==> src/rtl/quad_step_decoder.sv <==
// quad_step_decoder
//   Turns two raw quadrature encoder phases into single-cycle inc/dec step
//   pulses for the position counter. Each phase is synchronised (two flops),
//   then glitch-filtered: the filtered level only follows the synchronised
//   level after FILT_LEN consecutive mismatching cycles. Legal Gray-code steps
//   of the filtered phase {fa, fb} are decoded into one pulse each. A double
//   transition (both bits at once) is flagged in a sticky err and counted in
//   a saturating err_cnt instead of being decoded.
//
// Ports
//   clk      in  : single clock, rising edge
//   rst      in  : synchronous active-high reset
//   qa, qb   in  : raw encoder phases, asynchronous to clk
//   err_clr  in  : one-cycle clear of err/err_cnt (a coincident error wins)
//   inc      out : one-cycle pulse per forward step
//   dec      out : one-cycle pulse per reverse step
//   err      out : sticky illegal-transition flag
//   err_cnt  out : saturating illegal-transition count
//   phase    out : current filtered phase {fa, fb}
module quad_step_decoder #(
  parameter int FILT_LEN = 8,
  parameter int FILT_W   = 4
) (
  input  logic       clk,
  input  logic       rst,
  input  logic       qa,
  input  logic       qb,
  input  logic       err_clr,
  output logic       inc,
  output logic       dec,
  output logic       err,
  output logic [7:0] err_cnt,
  output logic [1:0] phase
);

  typedef enum logic [1:0] {
    SYNC_FILL = 2'b00,
    LOAD      = 2'b01,
    RUN       = 2'b10
  } state_e;

  localparam logic [FILT_W-1:0] CNT_LAST = FILT_W'(FILT_LEN - 1);

  state_e            state_q, state_d;
  logic              fill_q, fill_d;
  logic              a_meta_q, a_meta_d, sa_q, sa_d;
  logic              b_meta_q, b_meta_d, sb_q, sb_d;
  logic              fa_q, fa_d, fb_q, fb_d;
  logic [FILT_W-1:0] cnt_a_q, cnt_a_d, cnt_b_q, cnt_b_d;
  logic [1:0]        prev_q, prev_d;
  logic              inc_q, inc_d, dec_q, dec_d, err_q, err_d;
  logic [7:0]        err_cnt_q, err_cnt_d;
  logic              bad_s;
  logic [FILT_W:0]   filt_a_s, filt_b_s;

  // One filter step: returns {next filtered level, next counter}.
  function automatic logic [FILT_W:0] filt_step(input logic s, input logic f,
                                                input logic [FILT_W-1:0] cnt);
    logic [FILT_W:0] r;
    if (s == f) begin
      r = {f, {FILT_W{1'b0}}};
    end else if (cnt == CNT_LAST) begin
      r = {s, {FILT_W{1'b0}}};
    end else begin
      r = {f, cnt + FILT_W'(1)};
    end
    return r;
  endfunction

  // Next-state logic: synchroniser shift, FSM, filters, decode and error tracking.
  always_comb begin
    a_meta_d  = qa;
    sa_d      = a_meta_q;
    b_meta_d  = qb;
    sb_d      = b_meta_q;
    state_d   = state_q;
    fill_d    = fill_q;
    fa_d      = fa_q;
    fb_d      = fb_q;
    cnt_a_d   = cnt_a_q;
    cnt_b_d   = cnt_b_q;
    prev_d    = prev_q;
    inc_d     = 1'b0;
    dec_d     = 1'b0;
    err_d     = err_q;
    err_cnt_d = err_cnt_q;
    bad_s     = 1'b0;
    filt_a_s  = filt_step(sa_q, fa_q, cnt_a_q);
    filt_b_s  = filt_step(sb_q, fb_q, cnt_b_q);

    case (state_q)
      SYNC_FILL: begin
        // Two cycles so sa/sb hold real input levels before LOAD copies them.
        if (fill_q) begin
          state_d = LOAD;
          fill_d  = 1'b0;
        end else begin
          fill_d  = 1'b1;
        end
      end
      LOAD: begin
        // Acquire current levels directly; prev tracks them so RUN starts quiet.
        fa_d    = sa_q;
        fb_d    = sb_q;
        prev_d  = {sa_q, sb_q};
        cnt_a_d = {FILT_W{1'b0}};
        cnt_b_d = {FILT_W{1'b0}};
        state_d = RUN;
      end
      RUN: begin
        fa_d    = filt_a_s[FILT_W];
        cnt_a_d = filt_a_s[FILT_W-1:0];
        fb_d    = filt_b_s[FILT_W];
        cnt_b_d = filt_b_s[FILT_W-1:0];
        // prev lags the filtered phase by one edge; the pair decodes the step.
        prev_d  = {fa_q, fb_q};
        case ({prev_q, fa_q, fb_q})
          4'b0010, 4'b1011, 4'b1101, 4'b0100: inc_d = 1'b1;
          4'b0001, 4'b0111, 4'b1110, 4'b1000: dec_d = 1'b1;
          4'b0011, 4'b0110, 4'b1001, 4'b1100: bad_s = 1'b1;
          default: bad_s = 1'b0;
        endcase
      end
      default: begin
        state_d = SYNC_FILL;
        fill_d  = 1'b0;
      end
    endcase

    // A new error beats a coincident clear: the count restarts at 1.
    if (bad_s) begin
      err_d = 1'b1;
      if (err_clr) begin
        err_cnt_d = 8'd1;
      end else if (err_cnt_q == 8'hFF) begin
        err_cnt_d = 8'hFF;
      end else begin
        err_cnt_d = err_cnt_q + 8'd1;
      end
    end else if (err_clr) begin
      err_d     = 1'b0;
      err_cnt_d = 8'd0;
    end else begin
      err_d     = err_q;
      err_cnt_d = err_cnt_q;
    end
  end

  // State register with synchronous reset; reset drops any in-flight pulse.
  always_ff @(posedge clk) begin
    if (rst) begin
      state_q   <= SYNC_FILL;
      fill_q    <= 1'b0;
      a_meta_q  <= 1'b0;
      sa_q      <= 1'b0;
      b_meta_q  <= 1'b0;
      sb_q      <= 1'b0;
      fa_q      <= 1'b0;
      fb_q      <= 1'b0;
      cnt_a_q   <= {FILT_W{1'b0}};
      cnt_b_q   <= {FILT_W{1'b0}};
      prev_q    <= 2'b00;
      inc_q     <= 1'b0;
      dec_q     <= 1'b0;
      err_q     <= 1'b0;
      err_cnt_q <= 8'd0;
    end else begin
      state_q   <= state_d;
      fill_q    <= fill_d;
      a_meta_q  <= a_meta_d;
      sa_q      <= sa_d;
      b_meta_q  <= b_meta_d;
      sb_q      <= sb_d;
      fa_q      <= fa_d;
      fb_q      <= fb_d;
      cnt_a_q   <= cnt_a_d;
      cnt_b_q   <= cnt_b_d;
      prev_q    <= prev_d;
      inc_q     <= inc_d;
      dec_q     <= dec_d;
      err_q     <= err_d;
      err_cnt_q <= err_cnt_d;
    end
  end

  assign inc     = inc_q;
  assign dec     = dec_q;
  assign err     = err_q;
  assign err_cnt = err_cnt_q;
  assign phase   = {fa_q, fb_q};

endmodule

==> config.mk <==
export PLATFORM = sky130hd
export DESIGN_NAME = quad_step_decoder
export DESIGN_NICKNAME = d
export VERILOG_FILES = /design/src/rtl/quad_step_decoder.sv
export SDC_FILE = /design/constraint.sdc
export NUM_CORES = 1
export LEC_CHECK = 0
export ABC_AREA = 1
export CAP_MARGIN = 20
export CELL_PAD_IN_SITES_DETAIL_PLACEMENT = 1
export CELL_PAD_IN_SITES_GLOBAL_PLACEMENT = 1
export CORE_ASPECT_RATIO = 1.4
export CORE_UTILIZATION = 43
export CTS_CLUSTER_SIZE = 30
export DETAILED_ROUTE_END_ITERATION = 8
export PLACE_DENSITY = 0.85
export SLEW_MARGIN = 20
export SYNTH_ARGS = -nofsm -noshare
export SYNTH_HDL_FRONTEND = slang
export SYNTH_SLANG_ARGS = --single-unit
==> constraint.sdc <==
create_clock -name clk -period 3.5 [get_ports clk]
set_input_delay 0.875 -clock clk [delete_from_list [all_inputs] [get_ports clk]]
set_output_delay 0.875 -clock clk [all_outputs]
set_load 0.02 [all_outputs]
==> metrics.txt, run 1 <==
# TYPE chip_impl_metric gauge
chip_impl_metric{name="hold_slack_final",unit="ns"} 0.408
chip_impl_info{name="worstHoldStart",value="a_meta_q$_SDFF_PP0_"} 1
chip_impl_metric{name="cts-buffers-inserted",unit=""} 5
chip_impl_metric{name="grt_usage",unit="%"} 23.0
chip_impl_metric{name="io_buffers",unit=""} 17
chip_impl_metric{name="cts_max_path_buffers",unit=""} 2
chip_impl_metric{name="clock_insertion_delay_at_the_later_pin_of_the_skew_report",unit="ns"} 0.28
chip_impl_metric{name="worstRegToRegCells",unit=""} 7
chip_impl_info{name="cell_with_the_most_instances_after_synthesis",value="nand2_1"} 1
chip_impl_metric{name="cts_sinks",unit=""} 30
chip_impl_metric{name="timing.hold.worst_path_depth",unit=""} 2
chip_impl_metric{name="timing.clock.skew",unit="ns"} 0.00691
chip_impl_info{name="reg_to_reg_critical_path_startpoint",value="state_q[0]$_SDFFE_PP0P_"} 1
chip_impl_metric{name="max_slew_margin",unit="%"} 63.2
chip_impl_metric{name="post_cts_buffers",unit=""} 0
chip_impl_metric{name="initialDrtViolationCount",unit=""} 22
chip_impl_info{name="start_kind",value="flip-flop"} 1
chip_impl_metric{name="resized_gates_after_cts",unit=""} 0
chip_impl_metric{name="async_reset_ff_share",unit="%"} 0
chip_impl_metric{name="crit_path_max_fanout",unit=""} 6
chip_impl_metric{name="finalCoreUtilization",unit="%"} 52.3
chip_impl_metric{name="wire_length_of_the_first_global_routing_pass",unit="um"} 6460
chip_impl_metric{name="vias_per_cell",unit=""} 5.38
chip_impl_metric{name="vias",unit=""} 1427
chip_impl_metric{name="postSynthNetCount",unit=""} 220
chip_impl_metric{name="synth.top_cell.area_share",unit="%"} 39.0
chip_impl_metric{name="total_leakage_power",unit="nW"} 0.714
chip_impl_metric{name="worstPathRequired",unit="ns"} 2.62
chip_impl_metric{name="filler_cell_count_in_the_final_layout",unit=""} 450
chip_impl_metric{name="route.antenna.remaining_nets",unit=""} 0
chip_impl_info{name="yosys-top-cells-area",value="dfxtp_1 39%, nand2_1 10%, nand3_1 7.2%, a21oi_1 5.9%, nor2_1 5.1%"} 1
chip_impl_metric{name="timing.final.hold_violations",unit=""} 0
chip_impl_metric{name="synth.cell_area",unit="um^2"} 1540
chip_impl_metric{name="cts_hold_buf",unit=""} 0
chip_impl_metric{name="max_stage_delay",unit="ns"} 0.71
chip_impl_metric{name="drt_first_pass_iters",unit=""} 4
chip_impl_metric{name="max_slew.worst_pin.slew",unit="ns"} 0.552
chip_impl_info{name="rr_endpoint",value="fb_q$_SDFFE_PP0P_"} 1
chip_impl_metric{name="finalPower",unit="mW"} 1.18
chip_impl_metric{name="yosys_warnings",unit=""} 0
chip_impl_info{name="kind_of_cell_with_the_highest_combined_delay_on_the_critical_path",value="buffers and inverters"} 1
chip_impl_info{name="cp_cell_sequence",value="clkdlybuf4s50_1"} 1
chip_impl_info{name="holdPathEnd",value="sa_q$_SDFF_PP0_"} 1
chip_impl_metric{name="pin_count_of_the_biggest_net_entering_global_routing",unit=""} 19
chip_impl_metric{name="avgSynthCellArea",unit="um^2"} 7.36
chip_impl_metric{name="design.portCount",unit=""} 18
chip_impl_metric{name="fmax",unit="GHz"} 0.421
chip_impl_metric{name="maxcap_viol_count",unit=""} 0
chip_impl_metric{name="power_density",unit="nW/um^2"} 660
chip_impl_metric{name="ys_seq_area_share",unit="%"} 39.0
chip_impl_metric{name="remaining_drc_errors",unit=""} 0
chip_impl_metric{name="worstPathBufferInverterCount",unit=""} 1
chip_impl_metric{name="postPlaceCellArea",unit="um^2"} 1700
chip_impl_metric{name="stdcell_area",unit="um^2"} 1780
chip_impl_metric{name="final_period_minus_worst_setup_slack",unit="ns"} 2.37
chip_impl_metric{name="clock_transition_at_path_regs",unit="ns"} 0.07
chip_impl_metric{name="core_region_area",unit="um^2"} 3410
chip_impl_info{name="holdCritPathClass",value="flip-flop to flip-flop"} 1
chip_impl_metric{name="synth-edff-count",unit=""} 0
chip_impl_metric{name="totalNegativeSetupSlack",unit="ns"} 0
chip_impl_metric{name="vdd_ir_drop_max",unit="mV"} 0.426
chip_impl_metric{name="grt_overflow_total",unit=""} 0
chip_impl_metric{name="total_of_endpoints_with_negative_setup_slack_in_the_final_report",unit=""} 0
chip_impl_metric{name="finalWeightedCongestion",unit=""} 0.757
chip_impl_metric{name="dp.final_hpwl",unit="um"} 2730
chip_impl_metric{name="post_synthesis_cell_type_count",unit=""} 30
chip_impl_info{name="yosysTopAreaCell",value="dfxtp_1"} 1
chip_impl_info{name="status",value="complete, no violations"} 1
chip_impl_metric{name="routedWlPerCell",unit="um"} 14.2
chip_impl_metric{name="die_area",unit="um^2"} 3830
chip_impl_metric{name="timing.reg2reg.setup_slack",unit="ns"} 1.49
chip_impl_metric{name="diodes",unit=""} 0
chip_impl_metric{name="final_min_period_over_clock_period",unit="%"} 67.8
chip_impl_metric{name="floorplan.initialDensity",unit="%"} 45.1
chip_impl_info{name="endpoint_kind",value="output port"} 1
chip_impl_metric{name="syn_to_final_growth",unit="%"} 15.8
chip_impl_metric{name="die_w",unit="um"} 52.6
chip_impl_info{name="synth-main-ff-cell",value="dfxtp_1"} 1
chip_impl_metric{name="grt_antenna_before_repair",unit=""} 0
chip_impl_metric{name="route.final.wire_length",unit="um"} 3770
chip_impl_metric{name="synthesized_instance_count",unit=""} 209
chip_impl_metric{name="finalMaxSlewViolations",unit=""} 0
chip_impl_metric{name="cts_max_level",unit=""} 2
chip_impl_metric{name="rows",unit=""} 25
chip_impl_metric{name="fin_nets",unit=""} 236
chip_impl_metric{name="layout.area.seq",unit="um^2"} 601
chip_impl_metric{name="cp_data_arrival_time",unit="ns"} 1.50
chip_impl_info{name="synth_cell_count_leaders",value="42 x nand2_1, 30 x dfxtp_1, 22 x nand3_1"} 1
chip_impl_info{name="tritoncts",value="built"} 1
chip_impl_metric{name="synth_seq_cells",unit=""} 30
chip_impl_metric{name="layout-drive-gt1-share",unit="%"} 8.44
chip_impl_info{name="cp_slowest_cell",value="clkdlybuf4s50_1"} 1
chip_impl_info{name="critPathKind",value="flip-flop to output port"} 1
chip_impl_metric{name="die_h",unit="um"} 72.8
chip_impl_metric{name="first_global_vias",unit=""} 1540
chip_impl_info{name="cts_root_buf",value="clkbuf_8"} 1
chip_impl_info{name="grt_setup_unrepaired",value="false"} 1
chip_impl_metric{name="multiInputGateArea",unit="um^2"} 796
==> where the power goes <==
group          total (mW)  internal [mW]  switching (mW)  leakage (nW)
clock network       0.263          0.133           0.130        0.0438
logic               0.449          0.164           0.285         0.425
registers           0.463          0.402          0.0608         0.245
total                1.18          0.700           0.476         0.714
==> kinds of logic after synthesis <==
| family | Yosys count | synth area share [%] |
|---|---|---|
| compound gates | 37 | 12.9 |
| flops | 30 | 39.0 |
| fa+ha+maj | 6 | 4.88 |
| xor+xnor | 6 | 3.90 |
| buf+inv | 30 | 9.27 |
| simple gates | 100 | 30.0 |
==> layer usage <==
metal,GRT usage (%),part of all wire [%],vias up
li1,-,-,708
met1,21.8,40,682
met2,42.2,54,24
met3,5.21,2.6,13
met4,14.9,4.1,0
met5,0,0,-
==> how the worst max path moves through the flow <==
| stage | cells after the start | start | to |
|---|---|---|---|
| final | 1 | fa_q$_SDFFE_PP0P_ | phase[1] |
| after global routing | 1 | fa_q$_SDFFE_PP0P_ | phase[1] |
| after CTS | 1 | fa_q$_SDFFE_PP0P_ | phase[1] |
| after detailed placement | 5 | rst | inc$_SDFF_PP0_ |
| after global placement | 5 | rst | dec$_SDFF_PP0_ |
| after floorplan | 8 | state_q[0]$_SDFFE_PP0P_ | fb_q$_SDFFE_PP0P_ |
==> final cells by class <==
cell class              instances  share of cell area, %
well taps                      40                   2.81
inverters                      21                   4.42
clock inverters                 2                  0.562
repair buffers                 18                   9.97
clock buffers                   5                   3.86
flip-flops and latches         30                   33.7
multi-input cells             149                   44.7
==> cell usage in the layout (no fill, tap or decap), drive strengths merged <==
cell,count
clkbuf,5
nor3b,2
clkdlybuf4s50,17
nor3,4
buf,1
inv,21
nand3,23
nand3b,1
or2,2
ha,6
a31oi,1
o211ai,2
nor2,23
a21oi,20
xnor2,2
o21ai,14
nand2,44
clkinv,2
dfxtp,30
nand4,1
xor2,4
==> registers in the layout (all words and copies together), names as in the netlist <==
name / cells
fb_q: 1
a_meta_q: 1
sa_q: 1
state_q: 2
err: 1
err_cnt: 8
cnt_b_q: 4
sb_q: 1
dec: 1
fa_q: 1
cnt_a_q: 4
prev_q: 2
b_meta_q: 1
inc: 1
fill_q: 1
==> worst min-delay path, delay by kind of cell (launching register included) <==
family                 cells  cell delay (ns)
DFF                        1             0.30
and+or+nand+nor            1             0.03
buffers and inverters      1             0.04
==> per-stage QoR <==
step,setup slack (ns),cells
2_1_floorplan,2.03,209
3_3_place_gp,1.32,258
3_5_place_dp,1.22,258
4_1_cts,1.13,265
5_1_grt,1.09,265
6_report,1.13,265
Power figures use the tool's default switching activity.
==> run 2: changes to the inputs <==
Settings changed: CORE_UTILIZATION 43 to 40, PLACE_DENSITY 0.85 to 0.8.
Clock period 3.5 ns to 2.4 ns, I/O delays scaled along.
==> metrics.txt, run 2 (synthesis results as in run 1) <==
# TYPE chip_impl_metric gauge
chip_impl_metric{name="total_leakage_power",unit="nW"} 0.719
chip_impl_info{name="reg_to_reg_critical_path_startpoint",value="state_q[0]$_SDFFE_PP0P_"} 1
chip_impl_metric{name="sequential_group_share_of_total_power",unit="%"} 38.8
chip_impl_metric{name="postPlaceCellArea",unit="um^2"} 1710
chip_impl_metric{name="cts_hold_buf",unit=""} 0
chip_impl_info{name="worst_setup_path_startpoint",value="fa_q$_SDFFE_PP0P_"} 1
chip_impl_metric{name="dpl_worst_slack",unit="ns"} 0.510
chip_impl_info{name="holdPathEnd",value="sa_q$_SDFF_PP0_"} 1
chip_impl_metric{name="place.detailed.instances",unit=""} 261
chip_impl_metric{name="power_report.internal_total",unit="mW"} 1.04
chip_impl_metric{name="timing.clock.skew",unit="ns"} 0.00752
chip_impl_metric{name="first_global_vias",unit=""} 1415
chip_impl_metric{name="layoutNonFillerInstCount",unit=""} 268
chip_impl_metric{name="floorplan.initialDensity",unit="%"} 41.9
chip_impl_metric{name="initialDrtViolationCount",unit=""} 38
chip_impl_metric{name="fmax",unit="GHz"} 0.482
chip_impl_info{name="rr_endpoint",value="fb_q$_SDFFE_PP0P_"} 1
chip_impl_metric{name="timing.final.hold_violations",unit=""} 0
chip_impl_metric{name="wire_length_of_the_first_global_routing_pass",unit="um"} 6050
chip_impl_metric{name="layout-drive-gt1-share",unit="%"} 8.85
chip_impl_metric{name="die_w",unit="um"} 54.4
chip_impl_info{name="tritoncts",value="built"} 1
chip_impl_metric{name="max_slew_margin",unit="%"} 71.2
chip_impl_metric{name="grt_overflow_total",unit=""} 0
chip_impl_metric{name="finalCoreUtilization",unit="%"} 48.7
chip_impl_metric{name="die_h",unit="um"} 75.4
chip_impl_metric{name="worstRegToRegCells",unit=""} 7
chip_impl_metric{name="max_stage_delay",unit="ns"} 0.68
chip_impl_metric{name="switching_share",unit="%"} 40.6
chip_impl_metric{name="finalMaxSlewViolations",unit=""} 0
chip_impl_metric{name="remaining_drc_errors",unit=""} 0
chip_impl_metric{name="hold_slack_final",unit="ns"} 0.415
chip_impl_metric{name="cts-buffers-inserted",unit=""} 5
chip_impl_info{name="cts_root_buf",value="clkbuf_8"} 1
chip_impl_info{name="grt_setup_unrepaired",value="false"} 1
chip_impl_metric{name="total_switching_power",unit="mW"} 0.708
chip_impl_metric{name="cp_data_arrival_time",unit="ns"} 1.47
chip_impl_metric{name="rows",unit=""} 26
chip_impl_metric{name="route.antenna.remaining_nets",unit=""} 0
chip_impl_metric{name="total_of_endpoints_with_negative_setup_slack_in_the_final_report",unit=""} 0
chip_impl_metric{name="drt_first_pass_iters",unit=""} 4
chip_impl_metric{name="cts_sinks",unit=""} 30
chip_impl_metric{name="power_density",unit="nW/um^2"} 974
chip_impl_metric{name="final_period_minus_worst_setup_slack",unit="ns"} 2.07
chip_impl_info{name="start_kind",value="flip-flop"} 1
chip_impl_metric{name="largest_register_ff_count",unit=""} 8
chip_impl_metric{name="syn_to_final_growth",unit="%"} 16.4
chip_impl_metric{name="post_cts_buffers",unit=""} 0
chip_impl_metric{name="setup_ws",unit="ns"} 0.326
chip_impl_info{name="commonest_non_fill_non_tap_cell_in_the_layout",value="nand2_1"} 1
chip_impl_metric{name="max_slew.worst_pin.slew",unit="ns"} 0.432
chip_impl_metric{name="vias_per_cell",unit=""} 5.31
chip_impl_metric{name="route.final.wire_length",unit="um"} 3780
chip_impl_metric{name="crit_path_max_fanout",unit=""} 6
chip_impl_metric{name="worst_path_depth",unit=""} 1
chip_impl_metric{name="worstPathRequired",unit="ns"} 1.80
chip_impl_metric{name="die_area",unit="um^2"} 4100
chip_impl_metric{name="io_buffers",unit=""} 17
chip_impl_info{name="kind_of_cell_with_the_highest_combined_delay_on_the_critical_path",value="buffers and inverters"} 1
chip_impl_metric{name="timing.reg2reg.setup_slack",unit="ns"} 0.55
chip_impl_metric{name="cts_max_level",unit=""} 2
chip_impl_metric{name="combinationalPowerShare",unit="%"} 39.1
chip_impl_metric{name="timing.hold.worst_path_depth",unit=""} 2
chip_impl_metric{name="core_region_area",unit="um^2"} 3680
chip_impl_metric{name="clock_transition_at_path_regs",unit="ns"} 0.07
chip_impl_metric{name="finalPower",unit="mW"} 1.74
chip_impl_metric{name="pin_count_of_the_biggest_net_entering_global_routing",unit=""} 16
chip_impl_metric{name="power.share.clock",unit="%"} 22.1
chip_impl_info{name="critPathKind",value="flip-flop to output port"} 1
chip_impl_metric{name="worstPathBufferInverterCount",unit=""} 1
chip_impl_metric{name="grt_antenna_before_repair",unit=""} 0
chip_impl_info{name="worstHoldStart",value="a_meta_q$_SDFF_PP0_"} 1
chip_impl_metric{name="finalWeightedCongestion",unit=""} 0.855
chip_impl_metric{name="maxcap_viol_count",unit=""} 0
chip_impl_metric{name="diodes",unit=""} 0
chip_impl_info{name="most-common-layout-cells",value="42 x nand2_1, 30 x dfxtp_1, 22 x nand3_1"} 1
chip_impl_info{name="cp_slowest_cell",value="clkdlybuf4s50_1"} 1
chip_impl_metric{name="totalNegativeSetupSlack",unit="ns"} 0
chip_impl_metric{name="vias",unit=""} 1423
chip_impl_metric{name="dp.final_hpwl",unit="um"} 2910
chip_impl_metric{name="cts_max_path_buffers",unit=""} 2
chip_impl_metric{name="fin_nets",unit=""} 237
chip_impl_metric{name="stdcell_area",unit="um^2"} 1790
chip_impl_metric{name="routedWlPerCell",unit="um"} 14.1
chip_impl_metric{name="grt_usage",unit="%"} 20.9
chip_impl_metric{name="final_min_period_over_clock_period",unit="%"} 86.4
chip_impl_info{name="status",value="complete, no violations"} 1
chip_impl_metric{name="design.portCount",unit=""} 18
chip_impl_metric{name="clock_insertion_delay_at_the_later_pin_of_the_skew_report",unit="ns"} 0.29
chip_impl_info{name="endpoint_kind",value="output port"} 1
chip_impl_metric{name="resized_gates_after_cts",unit=""} 0
chip_impl_info{name="cp_cell_sequence",value="clkdlybuf4s50_1"} 1
chip_impl_metric{name="vdd_ir_drop_max",unit="mV"} 0.604
chip_impl_info{name="holdCritPathClass",value="flip-flop to flip-flop"} 1
==> run 2: changes by cell type in the layout (fill, tap and decap cells not counted) <==
cell | before | now
buf_4 | 1 | 2
==> run 2: how the worst max path moves through the flow <==
stage                              endpoint  slack [ns]
after floorplan           fb_q$_SDFFE_PP0P_        0.93
after global placement       dec$_SDFF_PP0_        0.63
after detailed placement  fb_q$_SDFFE_PP0P_        0.51
after CTS                          phase[1]        0.31
after global routing               phase[1]        0.29
final                              phase[1]        0.33
==> run 2: area by class of cell <==
| type | instances | area (um^2) |
|---|---|---|
| Sequential cell | 30 | 601 |
| Tap cell | 42 | 52.6 |
| Clock inverter | 2 | 10.0 |
| Timing Repair Buffer | 19 | 185 |
| Fill cell | 484 | 1880 |
| Inverter | 21 | 78.8 |
| Multi-Input combinational cell | 149 | 796 |
| Clock buffer | 5 | 68.8 |
==> run 2: routing by layer <==
layer | up-vias | part of all wire [%] | GRT usage (%)
li1 | 712 | - | -
met1 | 682 | 36 | 18.5
met2 | 20 | 60 | 41.3
met3 | 9 | 2.4 | 6.19
met4 | 0 | 2.3 | 8.83
met5 | - | 0 | 0
==> run 2: power by group through the flow <==
stage | Clock [mW] | Combinational (mW) | Sequential, mW
2_1_floorplan | 0 | 0.567 | 0.652
3_3_place_gp | 0 | 0.631 | 0.678
3_5_place_dp | 0 | 0.689 | 0.687
4_1_cts | 0.395 | 0.693 | 0.677
5_1_grt | 0.427 | 0.779 | 0.688
6_report | 0.385 | 0.682 | 0.677
==> run 2: tightest hold or removal path: cells and delay by family, from the launching register on <==
family                 cells  cell delay, ns
DFF                        1            0.30
buffers and inverters      1            0.04
and+or+nand+nor            1            0.03
